===== config.mk =====
export PLATFORM = sky130hd
export DESIGN_NAME = obs_sprite_rom
export DESIGN_NICKNAME = d
export VERILOG_FILES = /design/src/rtl/obs_sprite_rom.sv
export SDC_FILE = /design/constraint.sdc
export NUM_CORES = 1
export LEC_CHECK = 0
export BUFFER_PORTS_ARGS = -buffer_cell sky130_fd_sc_hd__buf_2
export CAP_MARGIN = 25
export CORE_AREA = 2 2 39 41
export CTS_CLUSTER_DIAMETER = 50
export DETAILED_ROUTE_END_ITERATION = 12
export DIE_AREA = 0 0 41 43
export GPL_TIMING_DRIVEN = 0
export PLACE_DENSITY_LB_ADDON = 0.3
export SYNTH_ARGS = -nofsm -noshare
export SYNTH_HDL_FRONTEND = slang
export SYNTH_SLANG_ARGS = --single-unit

===== constraint.sdc =====
create_clock -name clk -period 1.3 [get_ports clk]
set_input_delay 0.13 -clock clk [delete_from_list [all_inputs] [get_ports clk]]
set_output_delay 0.13 -clock clk [all_outputs]
set_load 0.01 [all_outputs]

===== src/rtl/obs_sprite_rom.sv =====
// obs_sprite_rom: sprite ROM responder for the obstacle renderer.
// Serves four 16x16 obstacle bitmaps on the {y[3:0], x[3:0]} address bus.
// Variant and animation phase change only on frame starts, so a sprite never
// tears mid-frame. A pseudo-random variant is picked whenever the obstacle respawns.
// Optional feature macro: OBS_BIRD_EN. It enables the animated bird as variant 3,
// along with its animation counter.
module obs_sprite_rom #(
    parameter int unsigned ANIM_FRAMES = 8,
    parameter logic [7:0]  LFSR_SEED   = 8'hA5
) (
    input  logic       clk,
    input  logic       rst,
    input  logic [7:0] i_rom_counter,
    output logic       o_sprite_color,
    input  logic       i_frame_start,
    input  logic       i_respawn,
    output logic [1:0] o_variant,
    output logic       o_anim_phase
);

    typedef enum logic [1:0] {
        V_SMALL  = 2'd0,
        V_TALL   = 2'd1,
        V_DOUBLE = 2'd2,
        V_BIRD   = 2'd3
    } variant_t;

    // Elaboration-time guard on the legal parameter ranges.
    if (ANIM_FRAMES < 1 || ANIM_FRAMES > 255 || LFSR_SEED == 8'h00) begin : g_bad_params
        $error("obs_sprite_rom: ANIM_FRAMES must be 1..255 and LFSR_SEED nonzero");
    end

    logic [7:0] lfsr;
    variant_t   sampled;
    variant_t   pending;
    variant_t   active;
    logic       pending_valid;
    logic [3:0] px;
    logic [3:0] py;

    assign px = i_rom_counter[3:0];
    assign py = i_rom_counter[7:4];

`ifdef OBS_BIRD_EN
    assign sampled = variant_t'(lfsr[1:0]);
`else
    // Without the bird, a draw of 3 falls back to the small cactus.
    assign sampled = (lfsr[1:0] == 2'd3) ? V_SMALL : variant_t'(lfsr[1:0]);
`endif

    // Free-running LFSR that supplies the random variant draws.
    always_ff @(posedge clk) begin
        // NOTE: sequential state uses non-blocking (<=) so every register
        // samples pre-edge values; blocking here would create order races.
        if (rst) begin
            lfsr <= LFSR_SEED;
        end else begin
            lfsr <= {lfsr[6:0], lfsr[7] ^ lfsr[5] ^ lfsr[4] ^ lfsr[3]};
        end
    end

    // Queue a variant on respawn and commit it at the next frame start.
    always_ff @(posedge clk) begin
        if (rst) begin
            pending       <= V_SMALL;
            pending_valid <= 1'b0;
            active        <= V_SMALL;
        end else if (i_respawn && i_frame_start) begin
            // The respawn lands exactly on a frame boundary, so commit the draw directly.
            pending       <= sampled;
            pending_valid <= 1'b0;
            active        <= sampled;
        end else if (i_respawn) begin
            pending       <= sampled;
            pending_valid <= 1'b1;
        end else if (i_frame_start && pending_valid) begin
            active        <= pending;
            pending_valid <= 1'b0;
        end
    end

    assign o_variant = active;

`ifdef OBS_BIRD_EN
    localparam logic [7:0] ANIM_LAST = 8'(ANIM_FRAMES - 1);

    logic [7:0] anim_count;
    logic       anim_phase;

    // Count frame starts and flip the bird phase every ANIM_FRAMES of them.
    always_ff @(posedge clk) begin
        if (rst) begin
            anim_count <= 8'd0;
            anim_phase <= 1'b0;
        end else if (i_frame_start) begin
            if (anim_count == ANIM_LAST) begin
                anim_count <= 8'd0;
                anim_phase <= ~anim_phase;
            end else begin
                anim_count <= anim_count + 8'd1;
            end
        end
    end

    assign o_anim_phase = anim_phase;
`else
    assign o_anim_phase = 1'b0;
`endif

    // Pixel lookup; stays combinational because the renderer samples in the same cycle.
    always_comb begin
        // NOTE: assigning a default first guarantees every path drives the
        // output, so no latch is inferred for unlisted cases.
        o_sprite_color = 1'b0;
        case (active)
            V_SMALL:  o_sprite_color = ((px == 4'd7 || px == 4'd8) && py >= 4'd4) ||
                                       (py == 4'd8 && px >= 4'd5 && px <= 4'd10);
            V_TALL:   o_sprite_color = (px == 4'd7 || px == 4'd8) ||
                                       (py == 4'd6 && px >= 4'd4 && px <= 4'd11);
            V_DOUBLE: o_sprite_color = (px == 4'd3 || px == 4'd4 || px == 4'd11 || px == 4'd12) &&
                                       py >= 4'd6;
`ifdef OBS_BIRD_EN
            V_BIRD:   o_sprite_color = (py == 4'd7 && px >= 4'd2 && px <= 4'd13) ||
                                       (px == 4'd9 && (anim_phase ? (py >= 4'd8 && py <= 4'd11)
                                                                  : (py >= 4'd3 && py <= 4'd6)));
`endif
            default:  o_sprite_color = 1'b0;
        endcase
    end

endmodule


Word level (Yosys, flattened, before mapping)
Cells that the tools add are included.
W data, S select, Z words.
{"block": "classes", "reduce_logical": 20, "eq_ne": 12, "muxes": 9, "bitwise_logic": 3, "n_lt_le_gt_ge": 6}
{"cell": "$eq A4 B4 Y1 const B", "n": 4}
{"cell": "$ge A4 B3 Y1 const B", "n": 4}
{"cell": "$eq A4 B3 Y1 const B", "n": 3}
{"cell": "$mux W2", "n": 6}
{"cell": "$le A4 B4 Y1 const B", "n": 2}
{"cell": "$logic_and A1 B1 Y1", "n": 8}
{"cell": "$logic_or A1 B1 Y1", "n": 6}
{"cell": "$reduce_bool A2 Y1", "n": 3}
{"cell": "$eq A2 B2 Y1 const B", "n": 2}
{"cell": "$eq A4 B2 Y1 const B", "n": 1}
{"cell": "$pmux W1 S3", "n": 1}
{"cell": "$xor A1 B1 Y1", "n": 3}
{"cell": "$eq A2 B1 Y1 const B", "n": 1}
{"cell": "$logic_not A2 Y1", "n": 1}
{"cell": "$mux W1", "n": 2}
{"cell": "$ne A2 B1 Y1 const B", "n": 1}
{"cell": "$reduce_and A2 Y1", "n": 1}
{"cell": "$reduce_or A2 Y1", "n": 1}
{"block": "totals", "output_inout_bits": 4, "word_cells": 54, "register_bits": 13, "inputBits": 12}

Logic depth before layout (Yosys ltp)
Gate-level depths: netlist of run 1.
{"block": "logic_depth", "word_depth": 6, "mapped_depth": 4, "mapped_depth_nobuf": 4}

Worst setup path after synthesis of run 1
Ideal clock, no wire load.
{"block": "synth_path", "path_kind": "input -> output", "start": "in i_rom_counter[7]", "end": "out o_sprite_color", "required_time_ns": 1.170, "path_slack_ns": 0.215, "stages": 4, "n_path_buf": 0, "t_arrival_ns": 0.955, "path_cell_list": "and4bb_1 > a21oi_1 > o31a_1 > o311ai_2"}
{"block": "synth_via", "elab_chain_cells": 5}
{"item": "start, declared", "line_no": "13", "source": "input logic [7:0] i_rom_counter,"}
{"item": "branches (longest 4 deep; another with $ge A4 B3 Y1)"}
{"item": "$pmux W1 S3 *", "line_no": "115", "source": "case (active)"}
{"item": "end, declared", "line_no": "14", "source": "output logic o_sprite_color,"}
Mark *: on every way between the ends.

Worst setup path after layout of run 1
{"block": "layout_path", "start": "reg active[1] (netlist: o_variant[1])", "end": "out o_sprite_color"}
{"block": "layout_via", "elab_chain_cells": 2}
{"item": "start, declared", "line_no": "36", "source": "variant_t active;"}
{"item": "start signal, assigned", "line_no": "72", "source": "active <= sampled;"}
{"item": "start signal, assigned", "line_no": "77", "source": "active <= pending;"}
{"item": "$eq A2 B2 Y1, or another cell as far along", "line_no": "115"}
{"item": "$pmux W1 S3 *", "line_no": "115"}
Every way passes the cells marked *; elsewhere a longest branch is shown, timed or not.

==> qor.csv, run 1 <==
stage;metric;value;unit
run_status;status;finished with violations;
run_status;violated checks;setup timing;
timing;Final WS setup;-0.1291;ns
timing;Final Hold Viols;0;
route;met3 wire len;46;um
clock_network;cts hold-fix bufs;0;
pwr;Leakage;0.3134;nW
floorplanning;Die Wd;41;um
place;HPWL after DPL;751.3;um
setup_path;WP data arrival;1.30;ns
yosys;Post-Synth Adder-Cell Area;0;
pwr;P per Cell Area;1136;mW/mm^2
setup_path;CP max stage cell;dfxtp_4;
floorplanning;Core Rows;14;
setup_path;worst reg-to-reg setup slack;0.37;ns
global_route;first-pass GRT wire length;1.593;mm
timing;Hold Slack;0.02511;ns
cells_and_area;share of cells above drive strength 1;0.3415;
cells_and_area;Syn-to-layout area delta;27.39;%
setup_path;critical-path cell list;nor4_4 -> o221ai_2 -> o311ai_2 -> buf_2;
setup_path;CP delay by family, top;flip-flops;
yosys;simple-gate portion of the synthesized area;0.2609;
worst_hold_path;hold path startpoint;i_frame_start;
pwr;Sw Pwr;205.8;uW
clock_network;Reg clk slew, reported paths;0.07;ns
pwr;Internal;627.1;uW
pwr;worst vdd ir;0.5967;mV
pwr;Sw Share;0.2471;
place;routability cong.;0.6381;
setup_path;Critical Path Fanout Max;2;
pwr;Power Total;832.9;uW
flow_run;max-cap viol count;0;
clock_network;root buffer cell;clkbuf_4;
floorplanning;die height;43;um
route;initial detailed-routing violation count;2;
global_route;Total GRT Usage;0.1337;
yosys;Yosys cell types;28;
yosys;xor/xnor share of the synthesized area;0.06087;
clock_network;CTS max path bufs;2;
cells_and_area;commonest non-fill, non-tap cell in the layout;buf_2;
yosys;Yosys top cell area share;0.4522;
floorplanning;core area;0.001384;mm^2
clock_network;# clock sinks;13;
pwr;Flop pwr share;0.538;
setup_path;Critical path buffers and inverters;1;
cells_and_area;commonest cells after routing, fill and taps aside;buf_2, dfxtp_1, nor2b_1;
cells_and_area;diode count;0;
clock_network;CTS buffer count;3;
yosys;cell area after technology mapping;575.6;um^2
pwr;combinational power share;0.180;
global_route;initial antenna violation count;0;
yosys;main combinational cell family by area after synthesis;simple AND/OR/NAND/NOR gates;
yosys;Synth Area in Compound Gates;0.1630;
timing;min Tclk post-route;1.429;ns
setup_path;Worst setup EP type;output pin;
setup_path;Worst EP required;1.17;ns
yosys;syn avg cell area;9.283;um^2
yosys;syn_nets;74;
worst_hold_path;worst hold path type;primary input to flip-flop;
setup_path;RR Endpoint;o_variant[1];
global_route;total gr overflow;0;
timing;final period utilization;1.099;
place;Port Buf Inserts;14;
cells_and_area;nets;95;
global_route;vias in the first global route;411;
route;post-route ant nets;0;
yosys;Ys Warns;0;
yosys;post-synthesis register bit count;13;
timing;worst-case clock skew;0.001644;ns
route;Max Used Layer;met3;
route;DR vias/cell;4.959;
route;DRC Markers;0;
cells_and_area;Filler cells;132;
setup_path;Crit Path Class;flip-flop to output pin;
route;M1 WL;484;um
worst_hold_path;Worst Hold Depth;2;
timing;unrepaired setup endpoints after global routing;yes;
route;DR vias;486;
floorplanning;Top Ports;16;
yosys;sequential element share of the synthesized area;0.4522;
clock_network;Worst-Skew Late Latency;0.26;ns
yosys;Synth area leader;dfxtp_1;
worst_hold_path;Hold Path End;pending_valid;
yosys;synthesized netlist cell count;62;
setup_path;slowest stage delay, CP;0.35;ns
timing;Max Clk Rate;699.7;MHz
route;routed wire length;1.018;mm
yosys;mux share of post-synthesis cell area;0.01739;
yosys;Synth area leaders;dfxtp_1, nor2b_1, nor2_1, nand2b_1, or2_2;
setup_path;Reg2Reg Depth;4;
setup_path;Setup crit start kind;flip-flop;
timing;final setup vio count;1;
route;drt wl/cell;10.39;um
route;TritonRoute pass-1 iters;3;
pwr;clock share of power;0.282;
clock_network;CTS tree;yes;
timing;Final Slew Violations;0;
setup_path;reg2reg start;pending_valid;
floorplanning;starting density of the core;0.4159;
cells_and_area;fin cells;98;
clock_network;H-Tree Depth;1;
setup_path;Worst path depth;4;
global_route;largest net degree at the start of global routing;11;
floorplanning;die footprint;0.001763;mm^2
route;Met2 Wirelength;486;um
place;placed instance count;92;
-- how the worst max path moves through the flow --
stage                           startpoint        endpoint
after global routing          o_variant[1]  o_sprite_color
after global placement    i_rom_counter[7]  o_sprite_color
final                         o_variant[1]  o_sprite_color
after CTS                     o_variant[0]  o_sprite_color
after detailed placement  i_rom_counter[7]  o_sprite_color
after floorplan           i_rom_counter[7]  o_sprite_color
-- metrics by stage --
step | instance area, um^2 | utilization | setup TNS, ns | worst slack [ns]
2_1_floorplan | 575.6 | - | 0 | 0.2153
3_3_place_gp | 665.6 | 0.4810 | -0.02334 | -0.02334
3_5_place_dp | 665.6 | 0.4810 | -0.03233 | -0.03233
4_1_cts | 718.2 | 0.5190 | -0.09259 | -0.09259
5_1_grt | 733.2 | 0.5298 | -0.1745 | -0.1745
6_report | 733.2 | 0.5298 | -0.1291 | -0.1291
-- repair_timing --
item	CTS	global route
endpoints found under the setup margin	1	1
gates resized for setup	4	2
pin swaps	2	1
setup buffers	2	0
-- synthesized netlist by cell type, drive strengths merged --
cell type	n
o311ai	1
o41ai	1
buf	1
nor3	1
dfxtp	13
nor4	2
o211ai	1
a211oi	1
a21oi	3
nor2b	7
o221ai	1
nand2b	3
nand3b	1
o21ai	1
o31a	1
a22o	1
clkbuf	1
conb	1
nand3	1
mux2i	1
inv	3
and4bb	1
or2	3
xor2	2
nand2	1
xnor2	2
nor2	6
o31ai	1
-- layer usage --
metal,vias to the layer above,global-route usage
met2,9,0.1906
met4,0,0.08000
li1,255,-
met5,-,0
met3,0,0.03141
met1,222,0.1755
-- flip-flops by register name, summed over array words and instances (netlist names) --
name / count
lfsr: 8
o_variant: 2
pending: 2
pending_valid: 1
-- kinds of logic after synthesis --
family / count (synthesis)
compound gates: 12
xor+xnor: 4
buf+inv: 5
flops: 13
mux: 1
other cells: 1
simple gates: 26
-- power groups by stage --
stage / Sequential (mW) / Combinational (mW) / Clock [mW]
after floorplan: 0.455 / 0.0846 / 0
after global placement: 0.458 / 0.130 / 0
after detailed placement: 0.458 / 0.132 / 0
after CTS: 0.447 / 0.143 / 0.250
after global routing: 0.453 / 0.165 / 0.268
final: 0.448 / 0.150 / 0.235
-- final cells by class --
cell class / instances / area [um^2] / area share
multi-input combinational: 44 / 314.1 / 0.4283
sequential: 13 / 265.3 / 0.3618
tap: 16 / 20.02 / 0.02730
clock buffer: 4 / 26.28 / 0.03584
buffer: 2 / 11.26 / 0.01536
inverter: 3 / 11.26 / 0.01536
timing repair buffer: 16 / 85.08 / 0.1160
(Power assumes the default switching activity.)
==> inputs of run 2 (changes only) <==
--- a/config.mk
+++ b/config.mk
@@ -9,6 +9,6 @@
 export CAP_MARGIN = 25
-export CORE_AREA = 2 2 39 41
+export CORE_MARGIN = 2
+export CORE_UTILIZATION = 30
 export CTS_CLUSTER_DIAMETER = 50
 export DETAILED_ROUTE_END_ITERATION = 12
-export DIE_AREA = 0 0 41 43
 export GPL_TIMING_DRIVEN = 0
--- a/constraint.sdc
+++ b/constraint.sdc
@@ -3,2 +3,2 @@
 set_output_delay 0.13 -clock clk [all_outputs]
-set_load 0.01 [all_outputs]
+set_load 0.1 [all_outputs]
==> qor.csv, run 2 (same netlist as run 1, synthesis figures left out) <==
stage;metric;value;unit;change
run_status;status;finished with violations;;
run_status;violated checks;setup timing;;
timing;Final WS setup;-0.2156;ns;-0.08647 ns
clock_network;CTS max path bufs;2;;unchanged
timing;Final Hold Viols;0;;unchanged
clock_network;CTS tree;yes;;
cells_and_area;fin cells;105;;+7.1%
floorplanning;Top Ports;16;;unchanged
route;DR vias;481;;-1.0%
setup_path;WP data arrival;1.39;ns;+0.09 ns
clock_network;# clock sinks;13;;unchanged
global_route;vias in the first global route;450;;+9.5%
clock_network;root buffer cell;clkbuf_4;;
cells_and_area;share of cells above drive strength 1;0.3250;;-0.01646
route;DR vias/cell;4.581;;-7.6%
pwr;P per Cell Area;1187;mW/mm^2;+4.5%
worst_hold_path;worst hold path type;primary input to flip-flop;;
pwr;Leakage;0.3164;nW;+0.94%
floorplanning;die height;47.80;um;+11%
route;TritonRoute pass-1 iters;4;;+1
setup_path;critical-path cell list;nor4_4 -> o221ai_2 -> o311ai_4 -> buf_12;;
timing;min Tclk post-route;1.516;ns;+0.08647 ns
clock_network;Worst-Skew Late Latency;0.27;ns;about the same
floorplanning;core area;0.001764;mm^2;+27%
floorplanning;Die Wd;47.80;um;+17%
clock_network;cts hold-fix bufs;0;;unchanged
place;HPWL after DPL;755.8;um;+0.60%
global_route;largest net degree at the start of global routing;11;;unchanged
pwr;Power Total;913.3;uW;+9.7%
setup_path;Setup crit start kind;flip-flop;;
floorplanning;Core Rows;15;;+1
global_route;Total GRT Usage;0.1120;;-0.02169
timing;Max Clk Rate;659.8;MHz;-5.7%
setup_path;Critical Path Fanout Max;4;;+2
setup_path;slowest stage delay, CP;0.36;ns;about the same
clock_network;CTS buffer count;3;;unchanged
setup_path;Worst setup EP type;output pin;;
place;Port Buf Inserts;14;;unchanged
place;placed instance count;101;;+9.8%
global_route;first-pass GRT wire length;1.766;mm;+11%
route;drt wl/cell;9.924;um;-4.5%
timing;final period utilization;1.166;;+0.06651
floorplanning;starting density of the core;0.3262;;-0.08967
route;DRC Markers;0;;unchanged
place;routability cong.;0.6882;;+7.9%
cells_and_area;nets;93;;-2.1%
timing;worst-case clock skew;0.001741;ns;+0.00009698 ns
cells_and_area;diode count;0;;unchanged
setup_path;CP max stage cell;dfxtp_4;;
route;post-route ant nets;0;;unchanged
global_route;initial antenna violation count;0;;unchanged
route;routed wire length;1.042;mm;+2.4%
cells_and_area;max FFs per register;8;;unchanged
cells_and_area;Syn-to-layout area delta;33.70;%;
timing;unrepaired setup endpoints after global routing;yes;;
cells_and_area;Largest Register;lfsr;;
timing;final setup vio count;1;;unchanged
setup_path;Worst EP required;1.17;ns;about the same
floorplanning;die footprint;0.002285;mm^2;+30%
pwr;worst vdd ir;0.6447;mV;+8.0%
clock_network;Reg clk slew, reported paths;0.08;ns;about the same
flow_run;max-cap viol count;0;;unchanged
cells_and_area;post-route cell area;769.5;um^2;+4.9%
timing;Final Slew Violations;0;;unchanged
clock_network;H-Tree Depth;1;;unchanged
place;Placement Cell Area;691.9;um^2;+3.9%
route;initial detailed-routing violation count;4;;+2
setup_path;Crit Path Class;flip-flop to output pin;;
cells_and_area;commonest cells after routing, fill and taps aside;buf_2, dfxtp_1, nor2b_1;;
global_route;total gr overflow;0;;unchanged
[run 2: final cells by class]
class | count | area [um^2]
Fill cell | 204 | 994.7
Multi-Input combinational cell | 44 | 324.1
Sequential cell | 13 | 267.8
Timing Repair Buffer | 14 | 97.59
Tap cell | 25 | 31.28
Clock buffer | 4 | 26.28
Buffer | 2 | 11.26
Inverter | 3 | 11.26
[run 2: per-stage QoR]
stage / TNS [ns] / hold slack [ns] / util / worst slack (ns)
finish: -0.2156 / 0.02962 / 0.4362 / -0.2156
global route: -0.2711 / 0.01724 / 0.4362 / -0.2711
CTS: -0.1976 / 0.02256 / 0.4362 / -0.1976
detailed placement: -0.4098 / 0.3140 / 0.3922 / -0.4098
global placement: -0.4043 / 0.3046 / 0.3922 / -0.4043
floorplan: -0.4226 / 0.2016 / - / -0.4226
[run 2: report_power, final]
part	switching (mW)	internal [mW]
registers	0.0196	0.430
logic	0.133	0.0888
clock network	0.123	0.119
total	0.276	0.637
[run 2: worst max-delay path: cells and delay by family (launching register included)]
family | cells | cell delay (ns)
and+or+nand+nor | 1 | 0.28
DFF | 1 | 0.36
buffers and inverters | 1 | 0.22
AOI/OAI and AO/OA | 2 | 0.25
[run 2: worst paths after layout]
path,startpoint,end,slack [ns],cells past startpoint
setup / recovery,o_variant[0],o_sprite_color,-0.22,4
hold / removal,i_frame_start,pending_valid,0.03,2
setup reg to reg,pending_valid,o_variant[1],0.37,4
hold reg to reg,lfsr[6],lfsr[7],0.42,1
[run 2: what timing repair did]
item | 4_1_cts | 5_1_grt
setup endpoints to repair | 1 | 1
pin swaps | 2 | 0
resized for setup | 10 | 0
cloned | 0 | 0
setup buffers | 0 | 0
[run 2: metal layers]
| metal | GRT usage | vias up | wire, um |
|---|---|---|---|
| met5 | 0 | - | 0 |
| met3 | 0.03396 | 2 | 68 |
| li1 | - | 254 | - |
| met2 | 0.1867 | 16 | 479 |
| met1 | 0.1324 | 209 | 487 |
| met4 | 0.04865 | 0 | 6 |
==> inputs of run 3 (changes only) <==
- CELL_PAD_IN_SITES_DETAIL_PLACEMENT: unset -> 2
- CELL_PAD_IN_SITES_GLOBAL_PLACEMENT: unset -> 2
- CORE_UTILIZATION: 30 -> 28
==> qor.csv, run 3 (same netlist as run 1, synthesis figures left out) <==
stage;metric;value;unit;change
cells_and_area;Syn-to-layout area delta;34.35;%;
clock_network;H-Tree Depth;1;;unchanged
pwr;Sw Pwr;286.1;uW;+3.6%
route;DRC Markers;0;;unchanged
clock_network;root buffer cell;clkbuf_4;;
timing;unrepaired setup endpoints after global routing;yes;;
timing;Max Clk Rate;671.7;MHz;+1.8%
cells_and_area;commonest non-fill, non-tap cell in the layout;buf_2;;
route;TritonRoute pass-1 iters;2;;-2
route;met3 wire len;73;um;+7.4%
run_status;violated checks;setup timing;;
route;post-route ant nets;0;;unchanged
cells_and_area;Filler cells;232;;+14%
pwr;Sw Share;0.3091;;+0.006764
setup_path;Reg2Reg Depth;4;;unchanged
route;M1 WL;558;um;+15%
setup_path;crit path to;o_sprite_color;;
cells_and_area;commonest cells after routing, fill and taps aside;buf_2, dfxtp_1, nor2b_1;;
floorplanning;Core Rows;16;;+1
timing;worst-case clock skew;0.001054;ns;-0.0006868 ns
setup_path;worst reg-to-reg setup slack;0.36;ns;about the same
pwr;Power Total;925.5;uW;+1.3%
route;drt wl/cell;12.30;um;+24%
global_route;Total GRT Usage;0.1372;;+0.02510
run_status;status;finished with violations;;
pwr;Flop pwr share;0.486;;-0.006
timing;min Tclk post-route;1.489;ns;-0.02677 ns
setup_path;slowest stage delay, CP;0.37;ns;about the same
cells_and_area;share of cells above drive strength 1;0.3333;;+0.008333
pwr;Leakage;0.3190;nW;+0.83%
floorplanning;starting density of the core;0.2964;;-0.02985
timing;Hold Slack;0.02278;ns;-0.006832 ns
setup_path;Crit. Startpoint;o_variant[1];;
place;pre-CTS setup slack;-0.4235;ns;-0.01366 ns
clock_network;CTS tree;yes;;
setup_path;Critical Path Fanout Max;5;;+1
pwr;worst vdd ir;0.5413;mV;-16%
route;routed wire length;1.328;mm;+27%
clock_network;# clock sinks;13;;unchanged
pwr;clock share of power;0.267;;+0.002
place;routability cong.;0.7315;;+6.3%
setup_path;reg2reg start;pending_valid;;
setup_path;Setup crit start kind;flip-flop;;
pwr;P per Cell Area;1197;mW/mm^2;+0.84%
cells_and_area;nets;94;;+1.1%
global_route;initial antenna violation count;0;;unchanged
global_route;first-pass GRT wire length;2.463;mm;+39%
setup_path;RR Endpoint;o_variant[1];;
route;Met2 Wirelength;652;um;+36%
setup_path;Worst EP required;1.17;ns;about the same
setup_path;Worst setup EP type;output pin;;
timing;Final Hold Viols;0;;unchanged
floorplanning;die footprint;0.002434;mm^2;+6.5%
floorplanning;die height;49.34;um;+3.2%
timing;Final Slew Violations;0;;unchanged
setup_path;WP data arrival;1.36;ns;-0.03 ns
global_route;total gr overflow;0;;unchanged
clock_network;Reg clk slew, reported paths;0.07;ns;about the same
cells_and_area;Largest Register;lfsr;;
flow_run;max-cap viol count;0;;unchanged
clock_network;Worst-Skew Late Latency;0.27;ns;about the same
floorplanning;core area;0.001942;mm^2;+10%
pwr;Internal;639.4;uW;+0.35%
place;Placement Cell Area;694.4;um^2;+0.36%
setup_path;CP max stage cell;dfxtp_4;;
cells_and_area;Final Util;0.3982;;-0.03797
cells_and_area;diode count;0;;unchanged
worst_hold_path;worst hold path type;primary input to flip-flop;;
timing;final period utilization;1.145;;-0.02060
clock_network;CTS buffer count;3;;unchanged
clock_network;CTS max path bufs;2;;unchanged
floorplanning;Die Wd;49.34;um;+3.2%
route;initial detailed-routing violation count;1;;-3
setup_path;Crit Path Class;flip-flop to output pin;;
route;Max Used Layer;met4;;
route;DR vias;505;;+5.0%
cells_and_area;max FFs per register;8;;unchanged
place;Port Buf Inserts;14;;unchanged
timing;Final WS setup;-0.1888;ns;+0.02677 ns
pwr;combinational power share;0.247;;+0.004
global_route;vias in the first global route;559;;+24%
cells_and_area;post-route cell area;773.2;um^2;+0.49%
timing;final setup vio count;1;;unchanged
place;HPWL after DPL;988.5;um;+31%
floorplanning;Top Ports;16;;unchanged
route;DR vias/cell;4.676;;+2.1%
setup_path;critical-path cell list;nor4_4 -> o221ai_2 -> o311ai_4 -> buf_12;;
global_route;largest net degree at the start of global routing;11;;unchanged
-- run 3: final cells by class --
cell class	instances	area, um^2	area share
tap	27	33.78	0.04369
sequential	13	267.8	0.3463
multi-input combinational	44	324.1	0.4191
inverter	3	11.26	0.01456
clock buffer	4	26.28	0.03398
timing repair buffer	15	98.84	0.1278
buffer	2	11.26	0.01456
-- run 3: critical path, delay by kind of cell (launching register included) --
| family | cells | cell delay (ns) |
|---|---|---|
| and+or+nand+nor | 1 | 0.26 |
| buffers and inverters | 1 | 0.21 |
| DFF | 1 | 0.37 |
| AOI/OAI and AO/OA | 2 | 0.25 |
-- run 3: worst min-delay path by stage --
stage | from | endpoint | slack [ns] | depth (start not counted)
detailed placement | i_frame_start | pending_valid | 0.31 | 2
finish | i_frame_start | pending_valid | 0.02 | 2
global placement | i_frame_start | pending_valid | 0.30 | 2
CTS | i_frame_start | pending_valid | 0.009 | 2
global route | i_frame_start | pending_valid | 0.02 | 2
floorplan | rst | lfsr[3] | 0.20 | 1
-- run 3: what timing repair did --
| item | 4_1_cts | 5_1_grt |
|---|---|---|
| hold buffers | 0 | 0 |
| buffers inserted | 0 | 1 |
| pin swaps | 3 | 2 |
| resized for setup | 8 | 1 |
| cloned | 0 | 0 |
| endpoints found under the setup margin | 1 | 2 |
-- run 3: through the flow --
stage                     instances  setup TNS, ns
after floorplan                  62        -0.4226
after global placement          103        -0.4228
after detailed placement        103        -0.4235
after CTS                       107        -0.2280
after global routing            108        -0.2573
final                           108        -0.1888
-- run 3: power by group through the flow --
stage               registers (mW)  logic [mW]  clock network [mW]
global route                 0.455       0.249               0.284
CTS                          0.452       0.226               0.264
finish                       0.450       0.229               0.247
detailed placement           0.459       0.203                   0
floorplan                    0.483       0.123                   0
global placement             0.458       0.198                   0
-- run 3: per-layer routing --
| layer | track usage | vias up |
|---|---|---|
| li1 | - | 252 |
| met1 | 0.1450 | 237 |
| met2 | 0.2297 | 12 |
| met3 | 0.03988 | 4 |
| met4 | 0.1000 | 0 |
| met5 | 0 | - |
